## config.mk

```make
export PLATFORM = sky130hd
export DESIGN_NAME = id_ex_stage
export DESIGN_NICKNAME = d
export VERILOG_FILES = /design/src/rtl/mips_pkg.sv /design/src/rtl/fwd_mux.sv /design/src/rtl/id_ex_stage.sv
export SDC_FILE = /design/constraint.sdc
export NUM_CORES = 1
export LEC_CHECK = 0
export ABC_CLOCK_PERIOD_IN_PS = 5500
export CORE_MARGIN = 5
export CORE_UTILIZATION = 44
export CTS_CLUSTER_SIZE = 24
export DETAILED_ROUTE_END_ITERATION = 12
export GPL_TIMING_DRIVEN = 0
export PLACE_DENSITY = 0.79
export SYNTH_ARGS = -nofsm -noshare
export SYNTH_HDL_FRONTEND = slang
export SYNTH_SLANG_ARGS = --single-unit
export TNS_END_PERCENT = 5
```

## constraint.sdc

```tcl
create_clock -name CLK -period 5.5 [get_ports CLK]
set_input_delay 1.1 -clock CLK [delete_from_list [all_inputs] [get_ports CLK]]
set_output_delay 1.1 -clock CLK [all_outputs]
set_load 0.005 [all_outputs]
```

## src/rtl/mips_pkg.sv

```systemverilog
// mips_pkg
// Shared definitions for the 5-stage MIPS pipeline: default datapath widths,
// forwarding-select encodings and the ALU control codes used by the decoder,
// the ID/EX stage and the ALU.
package mips_pkg;

    // Default datapath widths
    localparam int DEF_DATA_WIDTH     = 32;
    localparam int DEF_REG_ADDR_WIDTH = 5;
    localparam int DEF_CTRL_WIDTH     = 5;

    // Forwarding select from the hazard unit; 2'b11 also means register read
    typedef enum logic [1:0] {
        FWD_REG = 2'b00,
        FWD_WB  = 2'b01,
        FWD_MEM = 2'b10
    } fwd_sel_e;

    // ALU control codes shared with the decoder and the ALU
    localparam logic [DEF_CTRL_WIDTH-1:0] ALU_AND       = 5'd0;
    localparam logic [DEF_CTRL_WIDTH-1:0] ALU_OR        = 5'd1;
    localparam logic [DEF_CTRL_WIDTH-1:0] ALU_ADD       = 5'd2;
    localparam logic [DEF_CTRL_WIDTH-1:0] ALU_SRAV      = 5'd4;
    localparam logic [DEF_CTRL_WIDTH-1:0] ALU_BLTZ_BGEZ = 5'd18;

    // True when a select picks a value from a later pipeline stage, i.e. a
    // value that will leave the pipeline and must be captured on a stall
    function automatic logic isForwarded(input logic [1:0] sel);
        return (sel == FWD_WB) || (sel == FWD_MEM);
    endfunction

endpackage

```

## src/rtl/fwd_mux.sv

```systemverilog
// fwd_mux
// 3:1 operand forwarding mux for the execute stage.
// Ports:
//   sel     - forwarding select (00/11 register, 01 MEM/WB, 10 EX/MEM)
//   regVal  - operand read from the register file (ID/EX register)
//   wbVal   - MEM/WB result
//   memVal  - EX/MEM result
//   y       - selected operand
module fwd_mux
    import mips_pkg::*;
#(
    parameter int DATA_WIDTH = DEF_DATA_WIDTH
) (
    input  logic [1:0]            sel,
    input  logic [DATA_WIDTH-1:0] regVal,
    input  logic [DATA_WIDTH-1:0] wbVal,
    input  logic [DATA_WIDTH-1:0] memVal,
    output logic [DATA_WIDTH-1:0] y
);

    // Pick the newest copy of the operand; anything that is not an explicit
    // forward (including the unused 2'b11 code) falls back to the register
    always_comb begin
        y = regVal;
        case (sel)
            FWD_WB:  y = wbVal;
            FWD_MEM: y = memVal;
            default: y = regVal;
        endcase
    end

endmodule

```

## src/rtl/id_ex_stage.sv

```systemverilog
// id_ex_stage
// ID/EX pipeline register feeding the execute-stage ALU. Latches decoded
// operands and control from ID, applies EX/MEM and MEM/WB forwarding, and
// presents the final ALU operands plus the control that continues to EX/MEM.
// Supports stall (hold), flush (bubble) and capture of a forwarded operand
// during a stall so the value is not lost when it leaves the pipeline.
// Ports:
//   CLK, RST                  - clock, asynchronous active-high reset
//   Stall_E, Flush_E          - hold stage / load bubble (flush wins)
//   Valid_D .. Rd_D           - decoded instruction from ID
//   ForwardA_E, ForwardB_E    - forwarding selects from the hazard unit
//   ALUOut_M, Result_W        - forwarded results from EX/MEM and MEM/WB
//   SrcA_E, SrcB_E, shamt_E,
//   ALU_CTRL_E                - ALU inputs
//   WriteData_E, WriteReg_E,
//   RegWrite_E, MemWrite_E,
//   MemtoReg_E, Valid_E       - control/data travelling on to EX/MEM
//   Rs_E, Rt_E                - source specifiers for the hazard unit
module id_ex_stage
    import mips_pkg::*;
#(
    parameter int DATA_WIDTH     = DEF_DATA_WIDTH,
    parameter int REG_ADDR_WIDTH = DEF_REG_ADDR_WIDTH,
    parameter int CTRL_WIDTH     = DEF_CTRL_WIDTH
) (
    input  logic                      CLK,
    input  logic                      RST,
    input  logic                      Stall_E,
    input  logic                      Flush_E,
    input  logic                      Valid_D,
    input  logic [DATA_WIDTH-1:0]     RD1_D,
    input  logic [DATA_WIDTH-1:0]     RD2_D,
    input  logic [DATA_WIDTH-1:0]     SignImm_D,
    input  logic [4:0]                shamt_D,
    input  logic [CTRL_WIDTH-1:0]     ALU_CTRL_D,
    input  logic                      ALUSrc_D,
    input  logic                      RegWrite_D,
    input  logic                      MemWrite_D,
    input  logic                      MemtoReg_D,
    input  logic                      RegDst_D,
    input  logic [REG_ADDR_WIDTH-1:0] Rs_D,
    input  logic [REG_ADDR_WIDTH-1:0] Rt_D,
    input  logic [REG_ADDR_WIDTH-1:0] Rd_D,
    input  logic [1:0]                ForwardA_E,
    input  logic [1:0]                ForwardB_E,
    input  logic [DATA_WIDTH-1:0]     ALUOut_M,
    input  logic [DATA_WIDTH-1:0]     Result_W,
    output logic [DATA_WIDTH-1:0]     SrcA_E,
    output logic [DATA_WIDTH-1:0]     SrcB_E,
    output logic [4:0]                shamt_E,
    output logic [CTRL_WIDTH-1:0]     ALU_CTRL_E,
    output logic [DATA_WIDTH-1:0]     WriteData_E,
    output logic [REG_ADDR_WIDTH-1:0] WriteReg_E,
    output logic                      RegWrite_E,
    output logic                      MemWrite_E,
    output logic                      MemtoReg_E,
    output logic [REG_ADDR_WIDTH-1:0] Rs_E,
    output logic [REG_ADDR_WIDTH-1:0] Rt_E,
    output logic                      Valid_E
);

    logic [DATA_WIDTH-1:0]     rd1E;
    logic [DATA_WIDTH-1:0]     rd2E;
    logic [DATA_WIDTH-1:0]     signImmE;
    logic                      aluSrcE;
    logic                      regDstE;
    logic [REG_ADDR_WIDTH-1:0] rdE;
    logic                      capA;
    logic                      capB;

    logic [DATA_WIDTH-1:0]     fwdRawA;
    logic [DATA_WIDTH-1:0]     fwdRawB;
    logic [DATA_WIDTH-1:0]     fwdA;
    logic [DATA_WIDTH-1:0]     fwdB;
    logic                      captureA;
    logic                      captureB;

    fwd_mux #(.DATA_WIDTH(DATA_WIDTH)) uFwdA (
        .sel    (ForwardA_E),
        .regVal (rd1E),
        .wbVal  (Result_W),
        .memVal (ALUOut_M),
        .y      (fwdRawA)
    );

    fwd_mux #(.DATA_WIDTH(DATA_WIDTH)) uFwdB (
        .sel    (ForwardB_E),
        .regVal (rd2E),
        .wbVal  (Result_W),
        .memVal (ALUOut_M),
        .y      (fwdRawB)
    );

    // Once an operand has been captured during a stall, the captured copy in
    // the register is authoritative and the (now stale) forward select is
    // ignored. A capture happens only on the first stalled edge that sees a
    // real forward, so a longer stall never overwrites the captured value.
    always_comb begin
        fwdA        = capA ? rd1E : fwdRawA;
        fwdB        = capB ? rd2E : fwdRawB;
        captureA    = Stall_E && !capA && isForwarded(ForwardA_E);
        captureB    = Stall_E && !capB && isForwarded(ForwardB_E);
        SrcA_E      = fwdA;
        WriteData_E = fwdB;
        SrcB_E      = aluSrcE ? signImmE : fwdB;
        WriteReg_E  = regDstE ? rdE : Rt_E;
    end

    // Stage register. Priority is reset, flush, stall, then normal load.
    // A flush builds a bubble with every field zeroed so nothing downstream
    // sees stale control; a stall holds everything apart from operand capture.
    always_ff @(posedge CLK or posedge RST) begin
        if (RST) begin
            Valid_E    <= 1'b0;
            RegWrite_E <= 1'b0;
            MemWrite_E <= 1'b0;
            MemtoReg_E <= 1'b0;
            regDstE    <= 1'b0;
            aluSrcE    <= 1'b0;
            ALU_CTRL_E <= '0;
            shamt_E    <= '0;
            rd1E       <= '0;
            rd2E       <= '0;
            signImmE   <= '0;
            Rs_E       <= '0;
            Rt_E       <= '0;
            rdE        <= '0;
            capA       <= 1'b0;
            capB       <= 1'b0;
        end else if (Flush_E) begin
            Valid_E    <= 1'b0;
            RegWrite_E <= 1'b0;
            MemWrite_E <= 1'b0;
            MemtoReg_E <= 1'b0;
            regDstE    <= 1'b0;
            aluSrcE    <= 1'b0;
            ALU_CTRL_E <= '0;
            shamt_E    <= '0;
            rd1E       <= '0;
            rd2E       <= '0;
            signImmE   <= '0;
            Rs_E       <= '0;
            Rt_E       <= '0;
            rdE        <= '0;
            capA       <= 1'b0;
            capB       <= 1'b0;
        end else if (Stall_E) begin
            if (captureA) begin
                rd1E <= fwdRawA;
                capA <= 1'b1;
            end
            if (captureB) begin
                rd2E <= fwdRawB;
                capB <= 1'b1;
            end
        end else begin
            Valid_E    <= Valid_D;
            RegWrite_E <= RegWrite_D;
            MemWrite_E <= MemWrite_D;
            MemtoReg_E <= MemtoReg_D;
            regDstE    <= RegDst_D;
            aluSrcE    <= ALUSrc_D;
            ALU_CTRL_E <= ALU_CTRL_D;
            shamt_E    <= shamt_D;
            rd1E       <= RD1_D;
            rd2E       <= RD2_D;
            signImmE   <= SignImm_D;
            Rs_E       <= Rs_D;
            Rt_E       <= Rt_D;
            rdE        <= Rd_D;
            capA       <= 1'b0;
            capB       <= 1'b0;
        end
    end

endmodule

```

# Yosys cells after proc, flatten, opt, wreduce, memory -nomap -nowiden
# Cells that the tools add are included.
# word_totals
regBits	129
in_bits	199
wordCells	73
# classes
n_reduce_logical	8
n_eq_ne	7
muxes	42
# op_table
cell	n
32-bit 2-to-1 mux	11
32-bit one-hot mux with 2 select lines	2
5-bit 2-to-1 mux	11
1-bit 2-to-1 mux	18
3-bit by 1-bit inequality test with 1-bit output, second input constant	2
2-bit by 1-bit equality test with 1-bit output, second input constant	2
2-bit equality test, second input constant	2
1-bit logical AND	4
1-bit zero test	2
1-bit logical OR	2
2-bit by 1-bit inequality test with 1-bit output, second input constant	1

# Logic depth before layout (Yosys ltp)
# logic_depth
ltp_word	6
mapped_depth	8

# Modules after synthesis
# A second synthesis with hierarchy kept.
# unflattened
hier_cells	905
hier_area_um2	8065.2
# by_module_without_submodules
module	area_each_um2	instances	seq_area_each_um2	cells_each
id_ex_stage	6791.5	1	3228.1	679
fwd_mux	636.9	2	0.0	113

# Worst setup path before layout
# No wires, ideal clock.
# synth_path
path_kind	input-to-output
from	input port ForwardB_E[0]
to	output port SrcB_E[10]
arrival_time_ns	2.492
cell_stages	7
setup_slack_ns	1.908
required_time_ns	4.400
cell_sequence	inv_1 ha_1 buf_4 nor2_4 buf_6 mux2_4 mux2_2
# synth_via
elab_chain_len	4
elab_cells_between_ends	5
# synth_lines
element	line_no	source
start: declaration	id_ex_stage.sv:45	input logic [1:0] ForwardB_E,
2-bit equality test or 2-bit by 1-bit equality test with 1-bit output (tied branches)	fwd_mux.sv:25	case (sel)
32-bit one-hot mux with 2 select lines *	fwd_mux.sv:25	
32-bit 2-to-1 mux *	id_ex_stage.sv:100	fwdB = capB ? rd2E : fwdRawB;
named net WriteData_E[10]	id_ex_stage.sv:52	output logic [DATA_WIDTH-1:0] WriteData_E,
32-bit 2-to-1 mux *	id_ex_stage.sv:105	SrcB_E = aluSrcE ? signImmE : fwdB;
end: declaration	id_ex_stage.sv:49	output logic [DATA_WIDTH-1:0] SrcB_E,
# The timed path passes the listed nets; every way through them passes the cells marked *.

# Final worst setup path
# layout_path
from	input port ForwardB_E[0]
to	output port SrcB_E[11]
# layout_via
elab_chain_len	4
elab_cells_between_ends	5
# layout_lines
element	line_no
2-bit equality test or 2-bit by 1-bit equality test with 1-bit output (tied branches)	fwd_mux.sv:25
32-bit one-hot mux with 2 select lines *	fwd_mux.sv:25
32-bit 2-to-1 mux *	id_ex_stage.sv:100
32-bit 2-to-1 mux *	id_ex_stage.sv:105
# Mark *: on every way between the ends. The rest lies on a longest branch, timed or not.

==> out/results.ini <==
[critical_path]
r2r_cells = 4
critPathKind = in2out
rrSetupSlack_ps = 3930
crit_fanout = 10
r2r-end = rd2E[13]
crit_path_start_kind = input port
reg2reg_from = capB
timing.critical_path.required_ps = 4400
arrival_ps = 3700
critPathCaptureType = primary output

[logic_synthesis]
synth_common_cells = 129 x dfrtp_1, 90 x o21ai_0, 65 x a21oi_1, 65 x a22oi_1, 64 x nand2b_1
yosys_warnings = 0
syn_inst = 842
syn_nets = 1045
yosysUniqueCellTypes = 28
syn_area_um2 = 8039
yosysSeqAreaShare = 0.4016
synth_top_area_share = 0.4016
ys_ff_latch = 129
yosys-top-cells-area = dfrtp_1 40%, mux2i_1 7.8%, a22oi_1 6.1%
synth_top_area_cell = dfrtp_1
synth.most_common_cell = dfrtp_1
synth_edf_count = 0
async_reset_ff_frac = 1.000
avgSynthCellArea_um2 = 9.547
synth_top_flop_cell = dfrtp_1

[clock_tree]
cts_sinks = 129
ctsHoldBuffers = 0
root_buffer = clkbuf_16
numCtsBuffers = 17
path_clk_slew_ps = 60
post_cts_buffers = 0
htree_num_levels = 4
clk_path_buf_depth = 2
cts_resized = 0
insertion_delay_ps = 420
cts_tree = yes

[timing]
slew_violations = 0
finalHoldViolCount = 0
max_slew.worst_pin.slew_ps = 717.5
setup_viol = 0
slew_headroom = 0.5217
fmax_mhz = 208.4
period_share = 0.8724
clock_skew_ps = 4.793
rsz0062_at_grt = false
min_period_ps = 4798

[run_status]
status = completed

[global_routing]
overflow = 0
grt_use_total = 0.2807
top_usage_layer = met2
met3_usage = 0.05956
antenna_found_initial = 1
grt_max_degree = 69
grtUsageMet2 = 0.4663
grt_pass1_vias = 8379
grt_pass1_wl_mm = 47.81
gr-usage-met1 = 0.3663

[final_layout]
fin_nets = 1387
syn_to_final_growth_pct = 51.22
utilization = 0.6767
drive_gt1_frac = 0.1197
design_area_um2 = 12160

[placed_design]
dp_hpwl_mm = 23.44
placed_area_um2 = 11580
numPortBuffers = 322
place_congestion = 0.8809

[floorplan]
ios = 324
core_um2 = 17960
die-width_um = 145.2
die-area_um2 = 21070
num_rows = 49
start_util = 0.4475
die_h_um = 145.2

[pwr]
intPower_mw = 2.173
total_leakage_power_nw = 5.300
worst_ir_drop_vdd_mv = 0.2201
pwr-share-clk = 0.370
p_sw_frac = 0.2855
power_frac_comb = 0.285
power.density_nw_per_um2 = 250.1
seq_power_share = 0.345
p_switching_mw = 0.8683
power_mw = 3.041

[worst_hold_path]
hold_path_depth = 2
min_to = signImmE[30]
hold_path_startpoint = signImmE[30]
worstHoldPathType = reg2reg

[detailed_routing]
totalWireLength_mm = 30.48
wl_per_cell_um = 21.39
avgViaCountPerCell = 5.724
via_count = 8157
drt_pre_antenna_iters = 5
drc = 0
drt-initial-drc-count = 517
ant_nets = 0

[job]
max_cap_viol_count = 0

registers in the layout, summed over array words and instances (netlist names):
register,cells
Rt_E,5
aluSrcE,1
Valid_E,1
regDstE,1
rd2E,32
signImmE,32
Rs_E,5
ALU_CTRL_E,5
rd1E,32
rdE,5
MemtoReg_E,1
capA,1
shamt_E,5
capB,1
MemWrite_E,1
RegWrite_E,1
metrics by stage:
stage	instances	TNS, ps	hold slack, ps	worst slack (ps)
floorplan	842	0	483.5	959.0
global placement	1393	-153270	499.0	-1197
detailed placement	1394	0	510.8	709.9
CTS	1424	0	524.4	702.3
global route	1425	0	537.2	633.2
finish	1425	0	519.0	701.8
logic make-up (layout without fill, tap and decap cells):
| logic type | Yosys count | count (layout) | share of synthesized area |
|---|---|---|---|
| AO/OA/AOI/OAI | 290 | 290 | 0.2310 |
| adder cells (fa/ha/maj) | 4 | 4 | 0.006226 |
| buffers and inverters | 90 | 443 | 0.05214 |
| flip-flops | 129 | 129 | 0.4016 |
| multiplexers | 132 | 132 | 0.1891 |
| other | 0 | 1 | 0 |
| AND/OR/NAND/NOR | 197 | 197 | 0.1200 |
power by group through the flow:
stage	clock, mW	sequential (mW)	combinational (mW)
floorplan	0	1.06	0.394
global placement	0	1.06	0.848
detailed placement	0	1.06	0.860
CTS	1.14	1.05	0.867
global route	1.18	1.06	0.930
finish	1.13	1.05	0.865
worst max-delay path by stage:
| stage | startpoint | to | slack (ps) | cells past startpoint |
|---|---|---|---|---|
| 2_1_floorplan | RST | ALU_CTRL_E[0] | 960 | 1 |
| 3_3_place_gp | RST | rd1E[5] | -1200 | 2 |
| 3_5_place_dp | ForwardB_E[0] | SrcB_E[11] | 710 | 9 |
| 4_1_cts | ForwardB_E[0] | SrcB_E[11] | 700 | 9 |
| 5_1_grt | ForwardA_E[0] | SrcA_E[30] | 630 | 8 |
| 6_report | ForwardB_E[0] | SrcB_E[11] | 700 | 9 |
metal layers:
metal  vias to the layer above  part of all wire
met4                         0             0.028
met5                         -                 0
met3                        61             0.082
met1                      3922              0.41
met2                       416              0.48
li1                       3758                 -
final cells by class:
class | instances | area (um^2)
clock inverter | 12 | 133.9
sequential | 129 | 3228
tap | 229 | 286.5
fill | 1494 | 5807
buffer | 82 | 389.1
inverter | 8 | 35.03
clock buffer | 18 | 439.2
timing repair buffer | 323 | 3251
antenna | 1 | 2.502
multi-input combinational | 623 | 4392
layout by cell type, fill, tap and decap left out, types with 5 or more instances in the layout:
cell type | netlist | final
a21oi_1 | 65 | 65
o21ai_0 | 90 | 90
nand2b_1 | 64 | 64
o21ai_1 | 5 | 5
inv_1 | 8 | 7
mux2_4 | 30 | 30
nand2_1 | 34 | 34
mux2_2 | 39 | 39
buf_2 | 32 | 32
mux2i_1 | 63 | 63
nor2_1 | 63 | 63
a22oi_1 | 65 | 65
nor3_1 | 31 | 31
a22o_1 | 32 | 32
clkbuf_16 | 0 | 17
clkbuf_1 | 37 | 37
clkdlybuf4s50_1 | 0 | 322
a211o_1 | 31 | 31
dfrtp_1 | 129 | 129
buf_1 | 6 | 6
worst max-delay path: stages:
cell             delay (ps)
clkdlybuf4s50_1         520
inv_1                    60
ha_1                    290
buf_4                   180
nor2_4                  210
buf_6                   220
mux2_4                  350
mux2_2                  280
clkdlybuf4s50_1         480
No activity file was read; power rests on OpenSTA's default activity.
